==> config.mk <==
export PLATFORM = sky130hd
export DESIGN_NAME = uart_speed_receiver
export DESIGN_NICKNAME = d
export VERILOG_FILES = /design/src/rtl/etc_link_pkg.sv /design/src/rtl/uart_rx_core.sv /design/src/rtl/uart_speed_receiver.sv
export SDC_FILE = /design/constraint.sdc
export NUM_CORES = 1
export LEC_CHECK = 0
export CAP_MARGIN = 20
export CORE_ASPECT_RATIO = 0.8
export CORE_MARGIN = 3
export CORE_UTILIZATION = 25
export CTS_BUF_LIST = sky130_fd_sc_hd__clkbuf_16
export CTS_CLUSTER_SIZE = 8
export DETAILED_ROUTE_END_ITERATION = 7
export SETUP_SLACK_MARGIN = 0.4
export SYNTH_ARGS = -nofsm -noshare
export SYNTH_HDL_FRONTEND = slang
export SYNTH_HIERARCHICAL = 1
export SYNTH_SLANG_ARGS = --single-unit
export TNS_END_PERCENT = 100
==> constraint.sdc <==
create_clock -name clk -period 2.6 [get_ports clk]
set_input_delay 0.26 -clock clk [delete_from_list [all_inputs] [get_ports clk]]
set_output_delay 0.26 -clock clk [all_outputs]
set_load 0.05 [all_outputs]
==> src/rtl/etc_link_pkg.sv <==
// Shared definitions for the ETC speed link (TX framer and RX receiver).
// Optional feature macro: SPEED_CHECKSUM_EN adds a trailing checksum byte to each frame.
package etc_link_pkg;

  localparam logic [7:0] SYNC_BYTE = 8'hA5;

  // Byte-level receive states: start bit, data bits, stop bit.
  typedef enum logic [1:0] {
    BtIdle,
    BtStart,
    BtData,
    BtStop
  } byte_state_e;

  // Frame assembler states; the checksum state only exists when the checksum is enabled.
  typedef enum logic [1:0] {
    FrWaitSync,
    FrGetHi,
    FrGetLo
`ifdef SPEED_CHECKSUM_EN
    , FrGetCk
`endif
  } frame_state_e;

endpackage

==> src/rtl/uart_rx_core.sv <==
// Oversampled 8N1 UART byte receiver: input synchroniser, free-running sample-tick
// divider and start/data/stop FSM. Delivers one byte per good frame.
module uart_rx_core
  import etc_link_pkg::*;
#(
  parameter int unsigned BAUD_DVSR = 271,
  parameter int unsigned SAMPLE    = 16,
  parameter int unsigned DATA_SIZE = 8
) (
  input  logic                 clk_i,
  input  logic                 rst_ni,
  input  logic                 rx_i,
  output logic [DATA_SIZE-1:0] byte_o,
  output logic                 byte_valid_o,
  output logic                 byte_err_o,
  output logic                 busy_o
);

  localparam int unsigned DivW = (BAUD_DVSR > 1) ? $clog2(BAUD_DVSR) : 1;
  localparam int unsigned TcW  = $clog2(SAMPLE);
  localparam int unsigned BcW  = $clog2(DATA_SIZE + 1);

  localparam logic [DivW-1:0] DivLast = DivW'(BAUD_DVSR - 1);
  localparam logic [TcW-1:0]  TcMid   = TcW'(SAMPLE / 2 - 1);
  localparam logic [TcW-1:0]  TcLast  = TcW'(SAMPLE - 1);
  localparam logic [BcW-1:0]  BcLast  = BcW'(DATA_SIZE - 1);

  logic [1:0]           sync_q;
  logic                 prev_q;
  logic [DivW-1:0]      div_q;
  byte_state_e          state_q, state_d;
  logic [TcW-1:0]       tcnt_q, tcnt_d;
  logic [BcW-1:0]       bcnt_q, bcnt_d;
  logic [DATA_SIZE-1:0] shift_q, shift_d;

  logic rx_s, fall, tick;

  assign rx_s   = sync_q[1];
  assign fall   = prev_q & ~rx_s;
  assign tick   = (div_q == DivLast);
  assign byte_o = shift_q;
  assign busy_o = (state_q != BtIdle);

  // Two-stage synchroniser plus edge-history flop; idle line is high.
  always_ff @(posedge clk_i or negedge rst_ni) begin
    if (!rst_ni) begin
      sync_q <= 2'b11;
      prev_q <= 1'b1;
    end else begin
      sync_q <= {sync_q[0], rx_i};
      prev_q <= sync_q[1];
    end
  end

  // Free-running sample-tick divider, never realigned to the line.
  always_ff @(posedge clk_i or negedge rst_ni) begin
    if (!rst_ni) begin
      div_q <= '0;
    end else if (tick) begin
      div_q <= '0;
    end else begin
      div_q <= div_q + 1'b1;
    end
  end

  // Byte FSM state registers.
  always_ff @(posedge clk_i or negedge rst_ni) begin
    if (!rst_ni) begin
      state_q <= BtIdle;
      tcnt_q  <= '0;
      bcnt_q  <= '0;
      shift_q <= '0;
    end else begin
      state_q <= state_d;
      tcnt_q  <= tcnt_d;
      bcnt_q  <= bcnt_d;
      shift_q <= shift_d;
    end
  end

  // Byte FSM next state; a stop bit held low only re-arms via a fresh falling edge.
  always_comb begin
    state_d      = state_q;
    tcnt_d       = tcnt_q;
    bcnt_d       = bcnt_q;
    shift_d      = shift_q;
    byte_valid_o = 1'b0;
    byte_err_o   = 1'b0;
    case (state_q)
      BtIdle: begin
        if (fall) begin
          state_d = BtStart;
          tcnt_d  = '0;
        end
      end
      BtStart: begin
        if (tick) begin
          if (tcnt_q == TcMid) begin
            tcnt_d = '0;
            bcnt_d = '0;
            state_d = rx_s ? BtIdle : BtData;
          end else begin
            tcnt_d = tcnt_q + 1'b1;
          end
        end
      end
      BtData: begin
        if (tick) begin
          if (tcnt_q == TcLast) begin
            tcnt_d  = '0;
            shift_d = {rx_s, shift_q[DATA_SIZE-1:1]};
            if (bcnt_q == BcLast) begin
              state_d = BtStop;
            end else begin
              bcnt_d = bcnt_q + 1'b1;
            end
          end else begin
            tcnt_d = tcnt_q + 1'b1;
          end
        end
      end
      BtStop: begin
        if (tick) begin
          if (tcnt_q == TcLast) begin
            state_d      = BtIdle;
            byte_valid_o = rx_s;
            byte_err_o   = ~rx_s;
          end else begin
            tcnt_d = tcnt_q + 1'b1;
          end
        end
      end
      default: state_d = BtIdle;
    endcase
  end

endmodule

==> src/rtl/uart_speed_receiver.sv <==
// ETC speed link receiver: UART byte core plus frame assembler for {0xA5, HI, LO}.
// Optional feature macro: SPEED_CHECKSUM_EN expects {0xA5, HI, LO, CK}, CK = 0xA5^HI^LO.
module uart_speed_receiver
  import etc_link_pkg::*;
#(
  parameter int unsigned SYS_FREQ    = 50000000,
  parameter int unsigned BAUD_RATE   = 11500,
  parameter int unsigned SAMPLE      = 16,
  parameter int unsigned BAUD_DVSR   = SYS_FREQ / (SAMPLE * BAUD_RATE),
  parameter int unsigned DATA_SIZE   = 8,
  parameter int unsigned WIDTH_SPEED = 14
) (
  input  logic                   clk,
  input  logic                   reset_n,
  input  logic                   serial_data_in,
  output logic [WIDTH_SPEED-1:0] speed,
  output logic                   speed_valid,
  output logic                   frame_err,
  output logic                   rx_busy
);

  logic [DATA_SIZE-1:0] rx_byte;
  logic                 rx_valid, rx_err;

  uart_rx_core #(
    .BAUD_DVSR (BAUD_DVSR),
    .SAMPLE    (SAMPLE),
    .DATA_SIZE (DATA_SIZE)
  ) u_rx_core (
    .clk_i        (clk),
    .rst_ni       (reset_n),
    .rx_i         (serial_data_in),
    .byte_o       (rx_byte),
    .byte_valid_o (rx_valid),
    .byte_err_o   (rx_err),
    .busy_o       (rx_busy)
  );

  frame_state_e           frame_q, frame_d;
  logic [WIDTH_SPEED-1:0] speed_q, speed_d;
  logic                   valid_q, valid_d;
  logic                   err_q, err_d;
`ifdef SPEED_CHECKSUM_EN
  logic [7:0]             hi_q, hi_d;
  logic [7:0]             lo_q, lo_d;
`else
  logic [WIDTH_SPEED-9:0] hi_q, hi_d;
`endif

  assign speed       = speed_q;
  assign speed_valid = valid_q;
  assign frame_err   = err_q;

  // Frame assembler registers; outputs are registered so pulses land one clk after the byte.
  always_ff @(posedge clk or negedge reset_n) begin
    if (!reset_n) begin
      frame_q <= FrWaitSync;
      speed_q <= '0;
      valid_q <= 1'b0;
      err_q   <= 1'b0;
      hi_q    <= '0;
`ifdef SPEED_CHECKSUM_EN
      lo_q    <= '0;
`endif
    end else begin
      frame_q <= frame_d;
      speed_q <= speed_d;
      valid_q <= valid_d;
      err_q   <= err_d;
      hi_q    <= hi_d;
`ifdef SPEED_CHECKSUM_EN
      lo_q    <= lo_d;
`endif
    end
  end

  // Frame assembler next state; a repeated sync byte in place of HI restarts the frame.
  always_comb begin
    frame_d = frame_q;
    speed_d = speed_q;
    valid_d = 1'b0;
    err_d   = 1'b0;
    hi_d    = hi_q;
`ifdef SPEED_CHECKSUM_EN
    lo_d    = lo_q;
`endif
    if (rx_err) begin
      err_d   = 1'b1;
      frame_d = FrWaitSync;
    end else if (rx_valid) begin
      case (frame_q)
        FrWaitSync: begin
          if (rx_byte == SYNC_BYTE) frame_d = FrGetHi;
        end
        FrGetHi: begin
          if (rx_byte == SYNC_BYTE) begin
            frame_d = FrGetHi;
          end else if (rx_byte[7:WIDTH_SPEED-8] != '0) begin
            err_d   = 1'b1;
            frame_d = FrWaitSync;
          end else begin
`ifdef SPEED_CHECKSUM_EN
            hi_d    = rx_byte;
`else
            hi_d    = rx_byte[WIDTH_SPEED-9:0];
`endif
            frame_d = FrGetLo;
          end
        end
        FrGetLo: begin
`ifdef SPEED_CHECKSUM_EN
          lo_d    = rx_byte;
          frame_d = FrGetCk;
`else
          speed_d = {hi_q[WIDTH_SPEED-9:0], rx_byte};
          valid_d = 1'b1;
          frame_d = FrWaitSync;
`endif
        end
`ifdef SPEED_CHECKSUM_EN
        FrGetCk: begin
          if (rx_byte == (SYNC_BYTE ^ hi_q ^ lo_q)) begin
            speed_d = {hi_q[WIDTH_SPEED-9:0], lo_q};
            valid_d = 1'b1;
          end else begin
            err_d = 1'b1;
          end
          frame_d = FrWaitSync;
        end
`endif
        default: frame_d = FrWaitSync;
      endcase
    end
  end

endmodule

==> results of run 1 <==
metal layers:
metal | vias to the layer above | part of all wire, % | global-route usage, %
met1 | 811 | 53 | 12.1
met4 | 0 | 1.2 | 3.76
li1 | 785 | - | -
met3 | 5 | 3.9 | 2.17
met5 | - | 0 | 0
met2 | 33 | 42 | 12.1
cell families after synthesis:
logic type / after synthesis
buf+inv: 13
mux: 29
flops: 54
compound gates: 24
simple gates: 69
fa+ha+maj: 4
xor+xnor: 7
per-stage QoR:
step           worst slack, ns  hold slack [ns]
6_report                 0.492            0.356
5_1_grt                  0.351            0.361
4_1_cts                  0.392            0.357
3_5_place_dp             0.325            0.320
3_3_place_gp             0.372            0.312
2_1_floorplan            0.332          -0.0356
final cells by class:
class	count	area share (%)
inverters	7	0.834
flip-flops and latches	54	43.1
well taps	136	5.40
clock buffers	5	3.97
clock inverters	3	0.477
multi-input cells	133	37.1
repair buffers	27	9.18
worst max-delay path: stages, from the launching register on:
cell and delay [ns]:
dfrtp_1 0.42, inv_1 0.08, ha_2 0.17, and4b_1 0.24, nand2_2 0.11, nor4_4 0.18
and4bb_4 0.32, buf_12 0.15, mux2_2 0.33
registers in the layout (all words and copies together) (netlist names), 2 cells and up, named ones only:
| register | cells |
|---|---|
| speed | 14 |
| u_rx_core/div_q | 9 |
| u_rx_core/byte_o | 8 |
| hi_q | 6 |
| u_rx_core/bcnt_q | 4 |
| u_rx_core/tcnt_q | 4 |
| frame_q | 2 |
| u_rx_core/sync_q | 2 |
synthesized netlist by cell type (2+ instances only):
cell type,number
dfstp_2,3
or2_2,2
nand2_1,11
mux2_2,14
nand3b_1,3
o31ai_1,3
nand2b_1,2
nand3_1,8
xnor2_1,3
mux2_4,15
ha_1,4
nor4b_1,2
nor2b_1,5
nor2_1,16
nor3_1,2
nor4_1,3
o41ai_1,2
nand4b_1,2
dfrtp_1,51
a31oi_1,4
inv_1,7
xor2_1,4
clkbuf_1,3
buf_6,2
o21ai_0,6
timing repair:
| item | in CTS | in global routing |
|---|---|---|
| hold buffers | 1 | 0 |
| hold endpoints to repair | 4 | 0 |
| setup buffers | 1 | 0 |
| gates cloned | 0 | 1 |
| pin swaps | 1 | 4 |
| endpoints found under the setup margin | 21 | 21 |
| gates resized for setup | 5 | 9 |
power groups by stage:
stage,clock network [mW],logic (mW),registers [mW]
after floorplan,0,0.0290,0.881
after global placement,0,0.0548,0.883
after detailed placement,0,0.0597,0.884
after CTS,0.660,0.0609,0.868
after global routing,0.691,0.0674,0.869
final,0.639,0.0580,0.869
cells in the final DEF (no fill, tap or decap), types with 2 or more instances in the layout:
cell type / synthesis / routed
nand2_1: 11 / 10
clkdlybuf4s50_1: 0 / 17
mux2_2: 14 / 11
nor3_1: 2 / 2
a31oi_1: 4 / 4
xnor2_1: 3 / 3
ha_1: 4 / 3
o41ai_1: 2 / 2
buf_4: 0 / 4
nand2b_1: 2 / 2
nand3_1: 8 / 8
clkbuf_16: 0 / 6
mux2_4: 15 / 18
or2_2: 2 / 2
buf_12: 1 / 2
inv_1: 7 / 9
o31ai_1: 3 / 3
dfrtp_1: 51 / 50
xor2_1: 4 / 4
nand3b_1: 3 / 3
o21ai_0: 6 / 6
nor4_4: 1 / 3
nand4b_1: 2 / 2
nor2b_1: 5 / 5
nor2_1: 16 / 16
dfstp_2: 3 / 3
worst max-delay path by stage:
stage | startpoint | to | slack, ns | cells after the start
after floorplan | u_rx_core/div_q[0]$_DFF_PN0_ | speed[0]$_DFFE_PN0P_ | 0.33 | 9
after global placement | u_rx_core/div_q[0]$_DFF_PN0_ | speed[9]$_DFFE_PN0P_ | 0.37 | 8
after detailed placement | u_rx_core/div_q[0]$_DFF_PN0_ | speed[8]$_DFFE_PN0P_ | 0.32 | 8
after CTS | u_rx_core/div_q[4]$_DFF_PN0_ | u_rx_core/bcnt_q[0]$_DFFE_PN0P_ | 0.39 | 4
after global routing | u_rx_core/div_q[0]$_DFF_PN0_ | speed[9]$_DFFE_PN0P_ | 0.35 | 8
final | u_rx_core/div_q[0]$_DFF_PN0_ | speed[13]$_DFFE_PN0P_ | 0.49 | 8
==> reports/qor.csv, run 1 <==
metric;value;unit
holdPathEnd;u_rx_core/sync_q[1]$_DFF_PN1_;
fin_tns_setup;0;ns
power_per_cell_area;497;nW/um^2
synth_compound_area_share;6.67;%
fin_util;32.2;%
grt_max_degree;29;
multiInputGateArea;1170;sq um
clkLatencyLatePin;0.29;ns
routed_via_density;4.48;
power.leakage;1.40;nW
layout_min_cycle_time;2.11;ns
antennaDiodeCount;0;
grt_pass1_wl;7710;microns
hold_class;reg -> reg;
ys_ff_latch;54;
clkSinkCount;54;
rr_startpoint;u_rx_core/div_q[0]$_DFF_PN0_;
yosysSeqAreaShare;53.5;%
seq_area;1360;sq um
cts_tree;yes;
cts-root-buf;clkbuf_16;
clk_pin_slew;0.07;ns
drive_above_1_share;27.5;%
final_area;3150;sq um
synth_nets;207;
p_int;1.23;mW
die_y;96.0;microns
power.switching;338;uW
grt-ovfl-total;0;
place_area;2920;sq um
drcViolationCount;0;
final_antenna_net_count;0;
gp_congestion;0.791;
port_buffers;19;
maxSlewHeadroom;58.5;%
cp-end-kind;flip-flop;
cp_max_fo;8;
synth-simple-area-share;17.2;%
avgRoutedWirePerCell;12.6;microns
htreeDepth;2;
final-hold-violation-count;0;
maxSlewViolCount;0;
syn_to_final_growth;24.3;%
p_sw_share;21.6;%
max_freq;474;MHz
synthAdderAreaFrac;1.98;%
yosysTopAreaCell;dfrtp_1;
vias;1634;
cts_made_buffers;5;
stdcell_count;365;
ios;20;
routed_wl;4610;microns
synth-edff-count;0;
track_usage;8.47;%
total_power;1.57;mW
yosysWarnings;6;
synth_ff_type;dfrtp_1;
ys_types;48;
hold_path_depth;0;
grt_pass1_vias;1594;
post-dp-hpwl;3270;microns
synth_mux_area_share;15.1;%
avgSynthCellArea;12.7;sq um
placed_cells;354;
rsz0062_at_grt;yes;
fillCellCount;1005;
crit_required;2.78;ns
cp-start-kind;flip-flop;
seqPwrFrac;55.5;%
start_util;25.9;%
synth_area_leaders;dfrtp_1, mux2_4, mux2_2;
synth_top_family_by_area;simple AND/OR/NAND/NOR gates;
synth-async-reset-ratio;100;%
crit_type;reg -> reg;
syn_inst;200;
tightest_slew;0.623;ns
antenna_found_initial;0;
dr.pass1.iters;4;
num_rows;32;
clock_skew;0.00490;ns
post-route-period-util;81.1;%
arrival;2.28;ns
hp-start;u_rx_core/sync_q[0]$_DFF_PN1_;
outcome;complete, no violations;
dieArea;11400;sq um
die_w;119;microns
peakVddDrop;0.353;mV
setup_viol;0;
pwr-share-comb;3.7;%
r2r_cells;8;
synthXorXnorAreaFrac;2.42;%
r2r_end;speed[13]$_DFFE_PN0P_;
clockBufferDepth;2;
synth_area;2530;sq um
r2r_slack;0.49;ns
cap_viol_max_count;0;
final_net_count;235;
core;9770;sq um
drtIter0Drc;82;
synth.top_cell.area_share;50.4;%
clock_power_share;40.8;%
No activity file was read; power rests on OpenSTA's default activity.
==> inputs of run 2 (changes only) <==
clock period = 1.9 ns   (was 2.6 ns; I/O delays follow)
==> run 2 against run 1 <==
Compared with the run above: the flow now finishes with violations (setup timing); global-route usage up 1.7 points; count of clock-buffer cells in the layout stayed put; cell count up 12%; combinational power increased by 120%; clock power rose by 60%; via count is 8.9% higher; utilization rose by 5.5 points; die area is the same; routed wire length grew 20%; non-clock buffer count is 45 higher; first-iteration DRC count decreased by 11%; clock skew up 0.0016 ns; critical path type unchanged; largest cell class unchanged; highest routed layer unchanged.
==> reports/qor.csv, run 2 (synthesis results as in run 1) <==
metric;value;unit;change
postLayoutSetupSlackWorst;-0.184;ns;-0.676 ns
holdWs;0.305;ns;-0.0508 ns
core;9770;sq um;unchanged
seq_area;1360;sq um;about the same
rsz0062_at_grt;yes;;
layout_min_cycle_time;2.08;ns;-0.0243 ns
vias;1780;;+8.9%
dieArea;11400;sq um;unchanged
cts_tree;yes;;
maxSlewHeadroom;65.9;%;+7.4 points
fillCellCount;942;;-6.3%
antennaDiodeCount;0;;unchanged
final_area;3680;sq um;+17%
routed_via_density;4.34;;-3.0%
syn_to_final_growth;45.4;%;
avgRoutedWirePerCell;13.5;microns;+7.0%
antenna_found_initial;0;;unchanged
post-route-period-util;110;%;+29 points
cp-start-kind;flip-flop;;
gp_congestion;0.786;;-0.70%
place_area;3220;sq um;+11%
die_y;96.0;microns;unchanged
start_util;25.9;%;unchanged
layout_common_cells;dfrtp_1, buf_4, mux2_4, dlygate4sd2_1, nor2_1;;
cp_max_fo;9;;+1
cts_made_buffers;5;;unchanged
cts-root-buf;clkbuf_16;;
final_common_cell;dfrtp_1;;
clkLatencyLatePin;0.29;ns;about the same
outcome;finished, violations left;;
die_w;119;microns;unchanged
maxSlewViolCount;0;;unchanged
grt-ovfl-total;0;;unchanged
drcViolationCount;0;;unchanged
violations;setup timing;;
final-hold-violation-count;0;;unchanged
dr.pass1.iters;4;;unchanged
power.leakage;1.77;nW;+27%
crit_required;2.07;ns;-0.71 ns
grt_pass1_wl;9390;microns;+22%
multiInputGateArea;1310;sq um;+12%
htreeDepth;2;;unchanged
post-dp-hpwl;3590;microns;+9.6%
clkSinkCount;54;;unchanged
setup_viol;32;;+32
final_net_count;280;;+19%
grt_max_degree;55;;+90%
tightest_slew;0.514;ns;-0.109 ns
crit_type;reg -> reg;;
routed_wl;5540;microns;+20%
track_usage;10.2;%;+1.7 points
drive_above_1_share;46.4;%;+19 points
port_buffers;19;;unchanged
grt_pass1_vias;1862;;+17%
drtIter0Drc;73;;-11%
largest_reg_flops;14;;unchanged
clk_pin_slew;0.07;ns;about the same
cp-end-kind;flip-flop;;
max_freq;480;MHz;+1.2%
final_antenna_net_count;0;;unchanged
clock_skew;0.00647;ns;+0.00157 ns
cap_viol_max_count;0;;unchanged
num_rows;32;;unchanged
arrival;2.25;ns;-0.03 ns
ios;20;;unchanged
fin_tns_setup;-3.55;ns;-3.55 ns
power_per_cell_area;632;nW/um^2;+27%
clockBufferDepth;2;;unchanged
peakVddDrop;0.404;mV;+14%
hold_class;in -> reg;;
==> run 2: report_power, final <==
group          switching, mW  leakage [nW]  internal (mW)
sequential            0.0131         0.722           1.17
combinational         0.0722         0.969         0.0526
clock                  0.403        0.0812          0.617
total                  0.488          1.77           1.84
==> run 2: per-stage QoR <==
step / std cells / utilization (%) / power (mW) / worst slack (ns)
final: 410 / 37.7 / 2.33 / -0.184
after global routing: 410 / 37.7 / 2.45 / -0.289
after detailed placement: 383 / 33.0 / 1.31 / -0.234
after global placement: 383 / 33.0 / 1.30 / -0.198
after floorplan: 200 / - / 1.25 / -0.368
after CTS: 402 / 36.8 / 2.36 / -0.223
==> run 2: worst paths after layout <==
| path | from | end | slack (ns) | cells past startpoint |
|---|---|---|---|---|
| max in group asynchronous | reset_n | u_rx_core/sync_q[1]$_DFF_PN1_ | 1.17 | 3 |
| min in group asynchronous | reset_n | speed[0]$_DFFE_PN0P_ | 0.43 | 3 |
| worst max register to register | u_rx_core/div_q[0]$_DFF_PN0_ | speed[2]$_DFFE_PN0P_ | -0.18 | 8 |
| worst min-delay path | serial_data_in | u_rx_core/sync_q[0]$_DFF_PN1_ | 0.31 | 1 |
| worst min register to register | u_rx_core/sync_q[0]$_DFF_PN1_ | u_rx_core/sync_q[1]$_DFF_PN1_ | 0.36 | 0 |
| worst max-delay path | u_rx_core/div_q[0]$_DFF_PN0_ | speed[2]$_DFFE_PN0P_ | -0.18 | 8 |
==> run 2: metal layers <==
metal  part of all wire (%)  GRT usage (%)  vias to the layer above  routed length [microns]
met4                   0.97           2.41                        0                       54
met1                     50           14.5                      866                     2760
met3                    4.7           2.88                        8                      263
met2                     44           15.3                       34                     2470
met5                      0              0                        -                        0
li1                       -              -                      872                        -
==> run 2: area by class of cell <==
type                       count  area share, %
multi-input combinational    133           35.6
tap                          136           4.62
clock buffer                   5           3.40
timing repair buffer          72           17.7
sequential                    54           36.8
clock inverter                 3           1.12
inverter                       7          0.781
==> run 2: critical path: stages, from the launching register on <==
cell      delay, ns
dfrtp_1        0.38
inv_1          0.06
ha_1           0.15
and4b_1        0.24
nand2_2        0.12
nor4_4         0.29
and4bb_2       0.29
buf_12         0.15
mux2_4         0.29
==> run 2: repair_timing <==
| item | 4_1_cts | 5_1_grt |
|---|---|---|
| setup buffers | 10 | 8 |
| resized for setup | 47 | 9 |
| endpoints found under the hold margin | 51 | 0 |
| hold buffers | 1 | 0 |
| setup endpoints to repair | 65 | 49 |
| pin swaps | 15 | 7 |
==> inputs of run 3 (changes only) <==
SLEW_MARGIN = 20   (was not set)
==> results of run 3 <==
The final DEF is identical to that of run 2; final timing and power are the same.
